### config.mk
export PLATFORM = sky130hd
export DESIGN_NAME = dispatch_rob_alloc
export DESIGN_NICKNAME = d
export VERILOG_FILES = /design/src/rtl/dispatch_rob_alloc.sv
export SDC_FILE = /design/constraint.sdc
export NUM_CORES = 1
export LEC_CHECK = 0
export CAP_MARGIN = 10
export CORE_MARGIN = 2
export CORE_UTILIZATION = 35
export DETAILED_ROUTE_END_ITERATION = 16
export PLACE_DENSITY_LB_ADDON = 0.12
export SLEW_MARGIN = 20
export SYNTH_ARGS = -nofsm -noshare
export SYNTH_HDL_FRONTEND = slang
export SYNTH_SLANG_ARGS = --single-unit
### constraint.sdc
create_clock -name clk -period 15 [get_ports clk]
set_input_delay 2.25 -clock clk [delete_from_list [all_inputs] [get_ports clk]]
set_output_delay 2.25 -clock clk [all_outputs]
set_load 0.01 [all_outputs]
### src/rtl/dispatch_rob_alloc.sv
// Dispatch stage between rename and the ROB/issue queues.
// Holds one renamed group per cycle, trims lanes behind the first exception,
// hands out densely packed ROB IDs and stalls on ROB room or IQ backpressure.
module dispatch_rob_alloc #(
    parameter int unsigned DISP_W    = 4,
    parameter int unsigned ROB_DEPTH = 64,
    parameter int unsigned IQ_NUM    = 4,
    parameter int unsigned PR_NUM    = 65,
    parameter int unsigned COMMIT_W  = 4,
    localparam int unsigned ROB_AW   = $clog2(ROB_DEPTH),
    localparam int unsigned PR_W     = $clog2(PR_NUM),
    localparam int unsigned CMT_W    = $clog2(COMMIT_W + 1),
    localparam int unsigned NUM_W    = $clog2(DISP_W + 1),
    localparam int unsigned PTR_W    = ROB_AW + 1
) (
    input  logic                       clk,
    input  logic                       rst_n,
    input  logic                       flush,
    input  logic [PTR_W-1:0]           flush_rob_ptr,
    input  logic [CMT_W-1:0]           commit_num,
    input  logic [IQ_NUM-1:0]          iq_pause,
    input  logic [PR_NUM-1:0]          PR_status,
    input  logic [PR_NUM-1:0]          PR_wakeup,
    input  logic [DISP_W-1:0]          in_vld,
    input  logic [3*DISP_W-1:0]        in_except,
    input  logic [IQ_NUM*DISP_W-1:0]   in_iq_choose,
    input  logic [DISP_W-1:0]          in_src1_en,
    input  logic [DISP_W-1:0]          in_src2_en,
    input  logic [PR_W*DISP_W-1:0]     in_src1_pr,
    input  logic [PR_W*DISP_W-1:0]     in_src2_pr,
    output logic                       wr_pause,
    output logic                       disp_fire,
    output logic [PTR_W*DISP_W-1:0]    rob_id,
    output logic [DISP_W-1:0]          rob_wr_en,
    output logic [IQ_NUM*DISP_W-1:0]   iq_choose,
    output logic [DISP_W-1:0]          src1_rdy,
    output logic [DISP_W-1:0]          src2_rdy,
    output logic [NUM_W-1:0]           wr_rob_num,
    output logic [PTR_W-1:0]           rob_room
);

    logic [DISP_W-1:0]        g_vld;
    logic [3*DISP_W-1:0]      g_except;
    logic [IQ_NUM*DISP_W-1:0] g_iq;
    logic [DISP_W-1:0]        g_s1_en;
    logic [DISP_W-1:0]        g_s2_en;
    logic [PR_W*DISP_W-1:0]   g_s1_pr;
    logic [PR_W*DISP_W-1:0]   g_s2_pr;

    logic [PTR_W-1:0]         wr_ptr;
    logic [PTR_W-1:0]         occ;

    logic                     nonempty;
    logic                     seen_exc;
    logic                     lane_exc;
    logic [NUM_W-1:0]         alloc_cnt;
    logic [IQ_NUM-1:0]        iq_used;
    logic [PR_W-1:0]          pr1;
    logic [PR_W-1:0]          pr2;

    // Group register: cleared on flush, loaded when not stalled, else held
    always_ff @(posedge clk or negedge rst_n) begin
        if (!rst_n) begin
            g_vld    <= '0;
            g_except <= '0;
            g_iq     <= '0;
            g_s1_en  <= '0;
            g_s2_en  <= '0;
            g_s1_pr  <= '0;
            g_s2_pr  <= '0;
        end else if (flush) begin
            g_vld    <= '0;
            g_except <= '0;
            g_iq     <= '0;
            g_s1_en  <= '0;
            g_s2_en  <= '0;
            g_s1_pr  <= '0;
            g_s2_pr  <= '0;
        end else if (!wr_pause) begin
            g_vld    <= in_vld;
            g_except <= in_except;
            g_iq     <= in_iq_choose;
            g_s1_en  <= in_src1_en;
            g_s2_en  <= in_src2_en;
            g_s1_pr  <= in_src1_pr;
            g_s2_pr  <= in_src2_pr;
        end
    end

    // Lane trimming, packed ROB ID assignment and IQ target filtering
    always_comb begin
        nonempty  = 1'b0;
        seen_exc  = 1'b0;
        lane_exc  = 1'b0;
        alloc_cnt = '0;
        iq_used   = '0;
        rob_wr_en = '0;
        iq_choose = '0;
        rob_id    = '0;
        for (int unsigned i = 0; i < DISP_W; i++) begin
            lane_exc = |g_except[3*i +: 3];
            nonempty = nonempty | g_vld[i] | lane_exc;
            rob_id[PTR_W*i +: PTR_W] = wr_ptr + PTR_W'(alloc_cnt);
            // the excepting lane still takes a ROB slot; everything behind it is dropped
            if ((g_vld[i] | lane_exc) && !seen_exc) begin
                rob_wr_en[i] = 1'b1;
                alloc_cnt    = alloc_cnt + 1'b1;
            end
            if (g_vld[i] && !lane_exc && !seen_exc) begin
                iq_choose[IQ_NUM*i +: IQ_NUM] = g_iq[IQ_NUM*i +: IQ_NUM];
                iq_used = iq_used | g_iq[IQ_NUM*i +: IQ_NUM];
            end
            seen_exc = seen_exc | lane_exc;
        end
    end

    assign wr_rob_num = alloc_cnt;
    assign rob_room   = PTR_W'(ROB_DEPTH) - occ;
    assign wr_pause   = nonempty &
                        ((32'(alloc_cnt) > 32'(rob_room)) | (|(iq_used & iq_pause)));
    assign disp_fire  = nonempty & ~wr_pause & ~flush;

    // Source readiness with same-cycle wakeup; out-of-range registers read as ready
    always_comb begin
        src1_rdy = '1;
        src2_rdy = '1;
        pr1      = '0;
        pr2      = '0;
        for (int unsigned i = 0; i < DISP_W; i++) begin
            pr1 = g_s1_pr[PR_W*i +: PR_W];
            pr2 = g_s2_pr[PR_W*i +: PR_W];
            if (g_s1_en[i] && (32'(pr1) < PR_NUM))
                src1_rdy[i] = PR_status[pr1] | PR_wakeup[pr1];
            if (g_s2_en[i] && (32'(pr2) < PR_NUM))
                src2_rdy[i] = PR_status[pr2] | PR_wakeup[pr2];
        end
    end

    // Write pointer and occupancy; flush overrides dispatch and commit
    always_ff @(posedge clk or negedge rst_n) begin
        if (!rst_n) begin
            wr_ptr <= '0;
            occ    <= '0;
        end else if (flush) begin
            wr_ptr <= flush_rob_ptr;
            occ    <= '0;
        end else begin
            if (disp_fire)
                wr_ptr <= wr_ptr + PTR_W'(alloc_cnt);
            occ <= occ + (disp_fire ? PTR_W'(alloc_cnt) : PTR_W'(0)) - PTR_W'(commit_num);
        end
    end

endmodule

==> out/qor.csv, run 1 <==
metric,value,unit
antenna_found_initial,0,
area_growth,34.1,%
yosys.area.top_type,mux4_2,
fp.dieH,178,um
gp_congestion,0.899,
synth_cell_types,60,
synthTopCellsByArea,"mux4_2 33%, dfrtp_1 26%, mux2i_1 9.7%, nor2_1 6.5%, ha_1 2.8%",
io_buffers,310,
drv_slew,0,
postCtsSetupRepairBufs,0,
slowest_delay,520,ps
final.period_utilization,0.508,
ys.flop_type,dfrtp_1,
synth-seq-cells,110,
skew,21.5,ps
period_needed,7630,ps
ys_seq_area_frac,0.261,
postCtsResizedCells,0,
io_pins,311,
fmax,0.131,GHz
ant_nets,0,
dp_slack,7380,ps
clock-root-buffer,clkbuf_16,
fp.dieW,178,um
ys_warn_count,0,
async_reset_ff_frac,1.00,
worstSetupPathType,primary input to primary output,
worstPathCellList,clkdlybuf4s50_1 -> nor2_1 -> a21oi_1 -> or3b_2 -> o311ai_0 -> o22ai_1 -> nor3_1 -> a211oi_1 -> a211oi_1 -> o21ai_0 -> clkdlybuf4s50_1,
mostFrequentLayoutCells,"308 x clkdlybuf4s50_1, 184 x nor2_1, 156 x mux4_2",
slew_headroom,0.296,
endpoint_kind,primary output,
crit_arrival,5380,ps
fin_util,0.478,
startpoint_type,primary input,
drc,0,
rsz0062_at_grt,false,
grt_overflow,0,
cpMaxStageDelayCell,clkdlybuf4s50_1,
core,29600,um2
p_per_area,109,nW/um2
crit_required,12750,ps
setup_tns,0,ps
critical-path-top-delay-family,simple AND/OR/NAND/NOR gates,
cts_htree_levels,3,
hold_class,register to register,
hold_viol_final,0,
synth_area,10600,um2
post_drt_wl_per_cell,23.9,um
dp_hpwl,28.7,mm
cts_buffers,9,
die-area,31600,um2
maxCapViolCount,0,
path_max_fanout,8,
firstDrtPassIters,5,
cts.sinks,110,
via_count,9273,
grt_pass1_wl,56.9,mm
synth_edf_count,0,
layout-drive-gt1-share,0.172,
fin_ws,7370,ps
final_common_cell,clkdlybuf4s50_1,
hold_buffers,0,
start_util,0.356,
grt_pass1_vias,9095,
grt_max_degree,75,
status,"complete, no violations",
r2r_slack,9180,ps
via_per_inst,5.85,
final_cell_area,14200,um2
syn-num-nets,1213,
yosysTopAreaCellShare,0.333,
cts_tree,yes,
worstMarginPinSlew,1060,ps
clock_latency,360,ps
setup_viol,0,
place_area,13800,um2
drtIter0Drc,687,
rows,63,
clk_pin_slew,70,ps
synth_cells,941,
antenna_cells,0,
max-vdd-ir-drop,0.0603,mV
grtUsageTotal,0.240,
cp.buffers_inverters,2,
cts_max_path_buffers,2,
syn_avg_cell_area,11.2,um2
fin_nets,1463,
drt-total-wl,37.9,mm
p_leak,0.00601,uW
## stage by stage
step / total power, uW / hold slack (ps) / instances
floorplan: 963 / 478 / 941
global placement: 1280 / 506 / 1570
detailed placement: 1290 / 510 / 1570
CTS: 1550 / 528 / 1586
global route: 1640 / 564 / 1586
finish: 1540 / 522 / 1586
## cell type report
class,count,area [um2]
fill,2795,15500
multi-input combinational,724,7330
timing repair buffer,320,3170
sequential,110,2750
tap,390,488
clock buffer,10,229
inverter,26,97.6
clock inverter,6,80.1
## cell usage after synthesis, types with 6 or more instances
cell type and n:
buf_4 8, buf_1 15, clkbuf_1 51, o21ai_1 7, mux4_2 156, nor2b_1 9
ha_1 24, xnor2_1 19, nor4_1 11, inv_1 25, and3_1 20, nor2_1 184
dfrtp_1 110, a21oi_1 23, nand2_1 25, xor2_1 14, o21ai_0 18, mux2i_1 102
nor3_1 22, or3_1 6
## report_power, final
group,internal (uW),switching [uW]
clock network,133,124
registers,340,106
logic,471,368
total,943,597
## kinds of logic (layout without fill, tap and decap cells)
logic type / count (synthesis) / count (layout) / synth area share
adders and majority gates: 29 / 29 / 0.0379
AOI/OAI and AO/OA: 86 / 86 / 0.0539
DFF: 110 / 110 / 0.261
buffers and inverters: 107 / 362 / 0.0455
muxes: 263 / 263 / 0.435
xor gates and xnor gates: 33 / 33 / 0.0274
and+or+nand+nor: 313 / 313 / 0.139
## path summary, 6_finish.rpt
kind	to	cells after the start	from
worst min-delay path	g_iq[7]	2	g_iq[7]
worst max register to register	occ[6]	22	g_except[5]
worst max-delay path	src1_rdy[2]	11	PR_status[11]
worst min register to register	g_iq[7]	2	g_iq[7]
max in group asynchronous	wr_ptr[3]	2	rst_n
min in group asynchronous	occ[6]	1	rst_n
## tightest hold or removal path, stage by stage (launching register included)
cell,delay [ps]
dfrtp_1,350
mux2i_1,60
nor2_1,80
## state kept, by name, indices dropped and copies added, names as in the netlist
signal,flops
g_s2_pr,28
g_iq,16
g_except,12
g_s1_pr,28
g_s2_en,4
wr_ptr,7
g_vld,4
occ,7
g_s1_en,4
## per-layer routing
metal,GRT usage,wire length (um),share of wire
met5,0,0,0
met4,0.0635,905,0.024
met3,0.0366,2850,0.075
met2,0.409,18900,0.50
met1,0.317,15300,0.40
No activity file was read; power rests on OpenSTA's default activity.
==> run 2: changes to the inputs <==
==> constraint.sdc (replaced) <==
create_clock -name clk -period 6.75 [get_ports clk]
set_input_delay 1.0125 -clock clk [delete_from_list [all_inputs] [get_ports clk]]
set_output_delay 1.0125 -clock clk [all_outputs]
set_load 0.01 [all_outputs]
==> run 2 against run 1 <==
Clock power up 140%. Core utilization hardly changed. Register-to-register slack got worse by 8000 ps. Largest cell class unchanged. Highest routed layer is now met5.
==> out/qor.csv, run 2 (synthesis results as in run 1) <==
metric,value,unit,change
clock_latency,360,ps,about the same
cts_max_path_buffers,2,,unchanged
drc,0,,unchanged
drtIter0Drc,645,,-6.1%
postCtsSetupRepairBufs,0,,unchanged
via_count,9164,,-1.2%
fin_util,0.478,,about the same
hold_buffers,0,,unchanged
startpoint_type,register,,
p_per_area,245,nW/um2,+120%
die-area,31600,um2,unchanged
max-vdd-ir-drop,0.137,mV,+130%
crit_arrival,5880,ps,+500 ps
io_pins,311,,unchanged
clock-root-buffer,clkbuf_16,,
via_per_inst,5.79,,-0.99%
fmax,0.179,GHz,
maxCapViolCount,0,,unchanged
cts_tree,yes,,
layout-drive-gt1-share,0.170,,-0.00208
skew,8.31,ps,-13.2 ps
timing.rr.start,g_except[2],,
cts_htree_levels,3,,unchanged
io_buffers,310,,unchanged
setup_viol,0,,unchanged
gp_congestion,0.905,,+0.68%
drt-total-wl,36.9,mm,-2.7%
dp_hpwl,28.4,mm,-1.0%
worstSetupPathType,register to register,,
post_drt_wl_per_cell,23.3,um,-2.5%
p_leak,0.00601,uW,about the same
holdPathEnd,g_s2_en[0],,
rsz0062_at_grt,false,,
grt_max_degree,99,,+32%
rows,63,,unchanged
seqCellArea,2750,um2,about the same
antenna_cells,0,,unchanged
setup_tns,0,ps,unchanged
r2r_end,occ[5],,
multi_input_area,7330,um2,unchanged
grt_pass1_wl,56.1,mm,-1.5%
fin_nets,1460,,-0.21%
grt_overflow,0,,unchanged
drv_slew,0,,unchanged
fp.dieW,178,um,unchanged
hold_class,register to register,,
core,29600,um2,unchanged
final_common_cell,clkdlybuf4s50_1,,
r2r_slack,1150,ps,-8030 ps
path_max_fanout,11,,+3
reg.largest.list,"g_s1_pr x28, g_s2_pr x28, g_iq x16",,
cts.sinks,110,,unchanged
ant_nets,0,,unchanged
grt_pass1_vias,9153,,+0.64%
min_from,g_s2_en[0],,
status,"complete, no violations",,
final.period_utilization,0.829,,
crit_required,7030,ps,-5720 ps
mostFrequentLayoutCells,"308 x clkdlybuf4s50_1, 184 x nor2_1, 156 x mux4_2",,
hold_viol_final,0,,unchanged
antenna_found_initial,1,,+1
worstMarginPinSlew,1100,ps,+39.0 ps
start_util,0.356,,unchanged
reg2regPathDepth,21,,-4.5%
hold_depth,2,,unchanged
endpoint_kind,register,,
grtUsageTotal,0.235,,-0.00472
area_growth,34.2,%,about the same
clk_pin_slew,80,ps,about the same
fillCellCount,2785,,-0.36%
period_needed,5600,ps,
fp.dieH,178,um,unchanged
firstDrtPassIters,5,,unchanged
postCtsResizedCells,0,,unchanged
cts_buffers,9,,unchanged
slew_headroom,0.270,,-0.0260
[run 2: changes by cell type in the layout (fill, tap and decap cells not counted), sizes merged]
| cell | previous run | this run |
|---|---|---|
| buf | 12 | 9 |
| bufinv | 1 | 2 |
| clkbuf | 10 | 9 |
[run 2: how the worst max path moves through the flow]
| stage | from | endpoint | slack [ps] | cells past startpoint |
|---|---|---|---|---|
| final | g_except[2] | occ[5] | 1150 | 21 |
| after global routing | g_except[2] | occ[6] | 720 | 22 |
| after CTS | g_except[5] | occ[5] | 1140 | 21 |
| after detailed placement | g_except[5] | occ[6] | 1150 | 22 |
| after global placement | g_except[5] | occ[6] | 1300 | 22 |
| after floorplan | g_except[5] | occ[6] | 1340 | 25 |
[run 2: area by class of cell]
type	instances	share of cell area
multi-input cells	724	0.518
repair buffers	317	0.222
flip-flops and latches	110	0.194
well taps	390	0.0345
clock buffers	9	0.0159
clock inverters	7	0.00813
inverters	26	0.00689
[run 2: where the power goes]
part,internal (uW),total (uW),switching (uW)
combinational,1040,1830,789
clock,336,629,293
sequential,755,1000,250
total,2130,3460,1330
[run 2: critical path, cell delays in order, from the launching register on]
cell	delay, ps
dfrtp_1	400
nor3_2	500
o21ai_0	310
ha_1	580
xnor2_1	150
ha_1	320
nor3_1	50
mux2_4	280
o31ai_2	240
a21oi_2	150
or2_1	320
nor2_1	210
and2_1	170
fa_1	430
ha_1	280
a21o_1	170
a21oi_1	220
inv_1	60
a21oi_1	140
nor2_1	60
or3_1	300
a21oi_1	150
[run 2: routing by layer]
metal,part of all wire,vias up,GRT usage,routed length [um]
li1,-,4091,-,-
met1,0.40,4500,0.310,14900
met2,0.50,523,0.407,18600
met3,0.077,48,0.0398,2850
met4,0.016,2,0.0471,589
met5,0.00035,-,0,13
[run 2: per-stage QoR]
step,cell area (um2),std cells,hold slack [ps],power (uW),setup WS (ps)
2_1_floorplan,10600,941,478,2140,1340
3_3_place_gp,13800,1567,512,2840,1300
3_5_place_dp,13800,1567,514,2860,1150
4_1_cts,14200,1583,533,3500,1140
5_1_grt,14200,1583,571,3710,721
6_report,14200,1583,528,3460,1150
==> run 3: changes to the inputs <==
==> constraint.sdc (replaced) <==
create_clock -name clk -period 5.2 [get_ports clk]
set_input_delay 0.78 -clock clk [delete_from_list [all_inputs] [get_ports clk]]
set_output_delay 0.78 -clock clk [all_outputs]
set_load 0.01 [all_outputs]
==> run 3 against run 2 <==
Sequential power grew 30%. Core utilization increased by 0.56 points. Sequential share of layout area is 0.23 points lower. Maximum frequency rose by 13%. Clock power is 19% higher. Cell area grew 1.2%. Sequential cell count unchanged. Worst hold slack got worse by 6.9 ps. Die area did not move. Combinational power grew 34%. Critical path depth grew 1. Critical endpoint is now occ[6].
==> out/qor.csv, run 3 (synthesis results as in run 1) <==
metric,value,unit,change
p_per_area,314,nW/um2,+28%
skew,14.9,ps,+6.56 ps
grt_overflow,0,,unchanged
fp.dieH,178,um,unchanged
final_common_cell,clkdlybuf4s50_1,,
cts.sinks,110,,unchanged
drt-total-wl,37.4,mm,+1.3%
worstSetupPathType,register to register,,
core,29600,um2,unchanged
drc,0,,unchanged
fp.dieW,178,um,unchanged
fmax,0.202,GHz,+13%
holdPathEnd,g_s2_en[3],,
dp_hpwl,28.8,mm,+1.3%
grtUsageTotal,0.238,,+0.00344
cpMaxStageDelayCell,fa_1,,
critical-path-top-delay-family,simple AND/OR/NAND/NOR gates,,
maxCapViolCount,0,,unchanged
hold_buffers,0,,unchanged
p_leak,0.00609,uW,+1.2%
r2r_slack,250,ps,-900 ps
fin_ws,252,ps,-902 ps
fin_nets,1474,,+0.96%
antenna_found_initial,1,,unchanged
crit_arrival,5230,ps,-650 ps
via_per_inst,5.76,,-0.45%
io_buffers,310,,unchanged
period_needed,4950,ps,-648 ps
startpoint_type,register,,
mostFrequentLayoutCells,"308 x clkdlybuf4s50_1, 182 x nor2_1, 156 x mux4_2",,
slowest_delay,490,ps,-90 ps
min_from,g_s2_en[3],,
post_drt_wl_per_cell,23.4,um,+0.39%
reg.largest.list,"g_s1_pr x28, g_s2_pr x28, g_iq x16",,
placed_cells,1578,,+0.70%
start_util,0.356,,unchanged
gp_congestion,0.895,,-1.1%
via_count,9209,,+0.49%
max-vdd-ir-drop,0.205,mV,+49%
dp_slack,120,ps,-1030 ps
cts_htree_levels,3,,unchanged
grt_max_degree,97,,-2.0%
timing.rr.start,g_except[5],,
grt_pass1_wl,56.9,mm,+1.6%
status,"complete, no violations",,
layout-drive-gt1-share,0.187,,+0.0171
crit_required,5490,ps,-1540 ps
worstMarginPinSlew,1070,ps,-29.8 ps
endpoint_kind,register,,
firstDrtPassIters,5,,unchanged
setup_tns,0,ps,unchanged
area_growth,35.8,%,
die-area,31600,um2,unchanged
clock_latency,370,ps,about the same
rows,63,,unchanged
reg2regPathDepth,22,,+4.8%
final_cell_count_no_fill,1598,,+0.95%
grt_pass1_vias,9376,,+2.4%
drv_slew,0,,unchanged
drtIter0Drc,777,,+20%
final.period_utilization,0.951,,+0.122
hold_class,register to register,,
cp.buffers_inverters,1,,unchanged
clk_pin_slew,80,ps,about the same
r2r_end,occ[6],,
worstPathCellList,or3_4 -> o21ai_4 -> ha_1 -> nand4_1 -> a211o_1 -> nand3_2 -> mux2_4 -> o31ai_2 -> a21oi_2 -> or2_4 -> nor2_4 -> nand2_1 -> fa_1 -> inv_1 -> ha_1 -> nor2b_1 -> o21ai_0 -> nand2b_1 -> a21oi_1 -> nor2_1 -> or3_1 -> a21oi_1,,
slew_headroom,0.290,,+0.0198
cts_buffers,9,,unchanged
clock-root-buffer,clkbuf_16,,
hold_viol_final,0,,unchanged
ant_nets,0,,unchanged
cts_tree,yes,,
hold_depth,2,,unchanged
cts_max_path_buffers,2,,unchanged
setup_viol,0,,unchanged
path_max_fanout,4,,-7
fin_util,0.483,,+0.00561
io_pins,311,,unchanged
==> run 3: cell count changes in the layout (fill, tap and decap cells not counted), sizes merged <==
cell      before  now
buf            9   23
bufinv         2    1
clkbuf         9   10
clkinvlp       1    0
diode          0    1
inv           28   29
==> run 3: metrics by stage <==
stage | hold WS [ps] | total power, uW | instance area, um2
4_1_cts | 525 | 4500 | 14200
3_3_place_gp | 501 | 3710 | 13900
6_report | 521 | 4490 | 14300
3_5_place_dp | 507 | 3740 | 13900
2_1_floorplan | 478 | 2780 | 10600
5_1_grt | 565 | 4800 | 14300
==> run 3: tightest hold or removal path, cell delays in order, from the launching register on <==
cell and delay (ps):
dfrtp_1 340, mux2i_1 60, nor2_1 80
==> run 3: power breakdown <==
part | total, uW | internal (uW) | switching, uW
registers | 1300 | 980 | 317
logic | 2450 | 1400 | 1050
clock network | 750 | 384 | 366
total | 4490 | 2760 | 1730
==> run 3: layout make-up <==
type	instances	area, um2
clock buffer	10	229
multi-input combinational	724	7410
sequential	110	2750
timing repair buffer	331	3270
antenna	1	2.50
fill	2786	15300
clock inverter	6	76.3
inverter	26	97.6
tap	390	488
==> run 3: repair_timing <==
item,CTS,global route
resized for setup,0,15
endpoints found under the setup margin,0,2
setup buffers,0,3
hold endpoints to repair,0,0
==> run 3: worst max-delay path by stage <==
stage | startpoint | endpoint | cells after the start
finish | g_except[5] | occ[6] | 22
global route | g_except[2] | occ[6] | 24
CTS | g_except[2] | occ[6] | 23
detailed placement | g_except[2] | occ[6] | 23
global placement | g_except[2] | occ[6] | 23
floorplan | g_except[2] | occ[6] | 25
==> run 3: routing by layer <==
layer / part of all wire / GRT usage
met1: 0.40 / 0.314
met2: 0.50 / 0.406
met3: 0.077 / 0.0431
met4: 0.021 / 0.0594
met5: 0 / 0
==> RTL edit 1: new RTL, config.mk and constraints of run 1 <==
Change the parameter `COMMIT_W` from 4 to 16.
--- a/src/rtl/dispatch_rob_alloc.sv
+++ b/src/rtl/dispatch_rob_alloc.sv
@@ -7,5 +7,5 @@
     parameter int unsigned IQ_NUM    = 4,
     parameter int unsigned PR_NUM    = 65,
-    parameter int unsigned COMMIT_W  = 4,
+    parameter int unsigned COMMIT_W  = 16,
     localparam int unsigned ROB_AW   = $clog2(ROB_DEPTH),
     localparam int unsigned PR_W     = $clog2(PR_NUM),
Ports: changed (resized commit_num); port bits go from 311 to 313. The function was not compared with the original's and may differ.
==> RTL edit 1 against run 1 <==
  * Setup slack got worse by 76 ps
  * Critical endpoint is now disp_fire
  * Die area is 0.24% higher
  * Sequential cell count did not move
  * Design area up 0.12%
  * Wire length fell by 5.7%
  * Total power is 8.9% higher
  * Synthesized area up 0.25%
  * Cell count shrank 0.13%
  * Sequential share of layout area about the same
  * Largest power group unchanged
==> RTL edit 1: results (changes against run 1) <==
Final layout
  – Share of cells above drive strength 1: 16.6% (was 17.2%)
  – NumNets Final: 1,466 (was 1,463)
  – Fill cells: 2,794 (was 2,795)
  – # diodes: 0 (unchanged)
  – Largest regs: g_s1_pr: 28 flops, g_s2_pr: 28 flops, g_iq: 16 flops (unchanged)

Drt
  – Via Count: 9,054 (was 9,273)
  – Final WL: 35.7 mm (was 37.9 mm)
  – DRT Pass-1 Iters: 5 (unchanged)
  – 1st-iter DRT viols: 615 (was 687)

CTS
  – Latest clock arrival within the worst-skew pair: 360 ps (about the same)
  – TritonCTS Buffers: 9 (unchanged)
  – Post-CTS setup buffer count: 0 (unchanged)
  – Clk buf depth: 2 (unchanged)
  – Cells resized by post-CTS repair: 0 (unchanged)
  – Root buffer cell: clkbuf_16 (unchanged)
  – Clock-pin transition on the worst setup and hold timing paths: 90 ps (was 70 ps)

GRT
  – Largest net degree at the start of global routing: 72 (was 75)
  – Initial antenna violation count: 0 (unchanged)
  – First-pass GRT wire length: 54.6 mm (was 56.9 mm)
  – Tot GR Track Use: 22.8% (was 24.0%)

Setup path
  – Slowest cell on the critical path: nor3_1 (was clkdlybuf4s50_1)
  – CP peak stage delay: 720 ps (was 520 ps)
  – R2R depth: 23 (was 22)
  – Crit path max fanout: 12 (was 8)
  – WP data arrival: 5450 ps (was 5380 ps)
  – R2r setup slk: 8450 ps (was 9180 ps)
  – CP delay by family, top: simple AND/OR/NAND/NOR gates (unchanged)
  – Worst Setup EP: disp_fire (was src1_rdy[2])
  – Crit path from: g_except[2]$_DFFE_PN0P_ (was PR_status[11])
  – Worst reg2reg path startpoint: g_except[2]$_DFFE_PN0P_ (was g_except[5]$_DFFE_PN0P_)
  – R2r endpoint: occ[6]$_DFF_PN0_ (unchanged)

Pwr
  – VDD IR max: 0.0000664 V (was 0.0000603 V)
  – Static leakage: 6.01 nW (about the same)

Synthesis
  – Synthesis Warnings: 0 (unchanged)
  – Top post-synthesis cells by count: nor2_1 (187), mux4_2 (152), dfrtp_1 (110) (was nor2_1 (184), mux4_2 (156), dfrtp_1 (110))
  – Synth unique cells: 59 (was 60)
  – Syn nets: 1,217 (was 1,213)
  – Synth area leaders: mux4_2 (32%), dfrtp_1 (26%), mux2i_1 (9.9%) (was mux4_2 (33%), dfrtp_1 (26%), mux2i_1 (9.7%))
  – Ys flop type: dfrtp_1 (unchanged)
  – Part of the Yosys area used for sequential elements: 26.0% (was 26.1%)

Hold path
  – Min-Delay Path Class: reg -> reg (unchanged)

Status
  – Status: finished clean (unchanged)

Timing
  – Final Skew: 11.2 ps (was 21.5 ps)
  – Slew headroom: 27.9% (was 29.6%)
  – Hold Slack: 523 ps (was 522 ps)

Flow run
  – Max-cap violations: 0 (unchanged)

Placed design
  – Port Buffers: 312 (was 310)
  – Post-DP HPWL: 27.5 mm (was 28.7 mm)
  – Placer Congestion: 0.879 (was 0.899)
[RTL edit 1: kinds of logic (layout without fill, tap and decap cells)]
group | after synthesis | after routing | synth area share, %
mux | 267 | 267 | 43.4
flops | 110 | 110 | 26.0
simple gates | 312 | 312 | 13.7
compound gates | 85 | 85 | 5.81
fa+ha+maj | 32 | 32 | 4.21
buf+inv | 105 | 359 | 4.52
xor+xnor | 29 | 29 | 2.40
[RTL edit 1: power by group]
part	switching, W	total (W)	internal [W]
combinational	0.000411	0.000950	0.000539
clock	0.000140	0.000260	0.000121
sequential	0.000121	0.000467	0.000346
[RTL edit 1: worst reg2reg max path, cell delays in order (launching register included)]
cell      delay [ps]
dfrtp_1          400
nor3_1           720
o21ai_0          350
ha_1             300
nor4_1           600
nor2_1           110
o21bai_1         430
ha_1             340
nor2b_1          160
and4b_1          210
o41ai_2          240
o211ai_2         300
nor2_1           340
nand2_1          100
ha_1             280
inv_1             40
ha_1             200
fa_1             470
a21o_1           180
a21oi_1          200
o21bai_1          90
a21oi_1          170
xnor2_1          130
nor2_1            50
[RTL edit 1: per-layer routing]
layer | vias to the layer above | GRT usage [%] | wire [um] | part of all wire, %
met5 | - | 0 | 0 | 0
met3 | 39 | 4.28 | 2970 | 8.3
met4 | 0 | 5.23 | 632 | 1.8
met1 | 4425 | 31.4 | 15000 | 42
li1 | 4092 | - | - | -
met2 | 498 | 37.4 | 17100 | 48
[RTL edit 1: worst min-delay path by stage]
stage / from / endpoint / depth (start not counted)
after detailed placement: g_iq[9]$_DFFE_PN0P_ / g_iq[9]$_DFFE_PN0P_ / 2
final: g_iq[7]$_DFFE_PN0P_ / g_iq[7]$_DFFE_PN0P_ / 2
after CTS: g_iq[9]$_DFFE_PN0P_ / g_iq[9]$_DFFE_PN0P_ / 2
after global routing: g_iq[7]$_DFFE_PN0P_ / g_iq[7]$_DFFE_PN0P_ / 2
after floorplan: g_iq[12]$_DFFE_PN0P_ / g_iq[12]$_DFFE_PN0P_ / 2
after global placement: g_iq[13]$_DFFE_PN0P_ / g_iq[13]$_DFFE_PN0P_ / 2
[RTL edit 1: layout make-up]
cell class / count / share of cell area, %
Timing Repair Buffer: 319 / 22.4
Clock buffer: 9 / 1.59
Inverter: 24 / 0.645
Multi-Input combinational cell: 725 / 51.9
Sequential cell: 110 / 19.4
Clock inverter: 7 / 0.636
Tap cell: 390 / 3.44
[RTL edit 1: per-stage QoR]
stage | instances | setup WS [ps] | total power, W | area [um^2]
4_1_cts | 1584 | 7260 | 0.00170 | 14200
3_5_place_dp | 1568 | 7460 | 0.00143 | 13900
3_3_place_gp | 1568 | 7440 | 0.00142 | 13900
6_report | 1584 | 7300 | 0.00168 | 14200
2_1_floorplan | 940 | 8650 | 0.00108 | 10600
5_1_grt | 1584 | 6870 | 0.00181 | 14200
==> RTL edit 2: new RTL, config.mk and constraints of run 1 <==
Without the edit above. Make the reset (`rst_n`) synchronous in 2 clocked blocks.
--- a/src/rtl/dispatch_rob_alloc.sv
+++ b/src/rtl/dispatch_rob_alloc.sv
@@ -60,5 +60,5 @@
 
     // Group register: cleared on flush, loaded when not stalled, else held
-    always_ff @(posedge clk or negedge rst_n) begin
+    always_ff @(posedge clk) begin
         if (!rst_n) begin
             g_vld    <= '0;
@@ -138,5 +138,5 @@
 
     // Write pointer and occupancy; flush overrides dispatch and commit
-    always_ff @(posedge clk or negedge rst_n) begin
+    always_ff @(posedge clk) begin
         if (!rst_n) begin
             wr_ptr <= '0;
Function: changed (a bounded check fails within 4 cycles, from zero or initial values and one cycle with rst_n low; the reset may be asserted at any time).
==> RTL edit 2 against run 1 <==
  * Wire length shrank 0.62%
  * Core utilization is 0.34 points higher
  * First-iteration DRC count increased by 23%
  * Register-to-register slack worse by 1300 ps
  * Design area fell by 2.2%
  * Critical path depth increased by 4
  * Sequential cell count did not move
  * Highest routed layer unchanged
  * Critical endpoint is now disp_fire
  * Worst hold slack lost 57 ps
  * Synthesized cell count grew 16%
  * Global-route usage rose by 0.33 points
  * Total power fell by 6.0%
  * Setup slack lost 270 ps
  * Synthesized area fell by 2.9%
  * Critical path type is now reg -> out
  * Sequential power decreased by 10%
==> RTL edit 2: results (changes against run 1) <==
Status
  – Status: finished clean (unchanged)

Synthesis
  – Part of the Yosys area used for sequential elements: 21.5% (was 26.1%)
  – Compound-Gate Fraction of Synth Area: 15.2% (was 5.39%)
  – Post-Synth Adder-Cell Area: 4.24% (was 3.79%)
  – Top post-synthesis cells by count: mux4_2 (147), o21ai_0 (115), dfxtp_1 (110) (was nor2_1 (184), mux4_2 (156), dfrtp_1 (110))
  – Ys flop type: dfxtp_1 (was dfrtp_1)
  – Mux share of post-synthesis cell area: 35.2% (was 43.5%)

GRT
  – Vias in the first global route: 10,100 (was 9,095)
  – Met3 GRT Util: 4.33% (was 3.66%)
  – First-pass GRT wire length: 58.4 mm (was 56.9 mm)

Final layout
  – Multi-input gates: 830 (was 724)
  – Share of cells above drive strength 1: 15.0% (was 17.2%)
  – Clock-cell share of area: 2.19% (was 2.18%)
  – Fill cells: 2,711 (was 2,795)
  – Multi-input gate share of total cell area: 54.0% (was 51.8%)
  – Sequential cell area: 0.00220 mm^2 (was 0.00275 mm^2)
  – Non-Clock Inverter Count: 40 (was 26)
  – NumNets Final: 1,589 (was 1,463)

Timing
  – Final Skew: 17.9 ps (was 21.5 ps)
  – Worst slew pin tran: 1080 ps (was 1060 ps)
  – F_max: 127 MHz (was 131 MHz)
  – Hold Slack: 465 ps (was 522 ps)

Drt
  – Met1 WL: 15.6 mm (was 15.3 mm)
  – Met3 WL: 3.01 mm (was 2.85 mm)
  – Via density: 5.98 (was 5.85)

Placed design
  – Post-DP HPWL: 28.4 mm (was 28.7 mm)

Setup path
  – R2r endpoint: occ[5]$_SDFF_PP0_ (was occ[6]$_DFF_PN0_)
  – Worst Setup EP: disp_fire (was src1_rdy[2])
==> RTL edit 2: per-stage QoR <==
| stage | power [W] | instance area (um^2) | std cells |
|---|---|---|---|
| global placement | 0.00120 | 13500 | 1689 |
| finish | 0.00145 | 13800 | 1711 |
| detailed placement | 0.00121 | 13500 | 1689 |
| CTS | 0.00146 | 13800 | 1705 |
| global route | 0.00155 | 13800 | 1707 |
| floorplan | 0.000910 | 10200 | 1088 |
==> RTL edit 2: power by group through the flow <==
| stage | Clock, W | Combinational (W) | Sequential (W) |
|---|---|---|---|
| floorplan | 0 | 0.000549 | 0.000361 |
| global placement | 0 | 0.000798 | 0.000406 |
| detailed placement | 0 | 0.000804 | 0.000407 |
| CTS | 0.000252 | 0.000807 | 0.000400 |
| global route | 0.000264 | 0.000881 | 0.000409 |
| finish | 0.000245 | 0.000804 | 0.000400 |
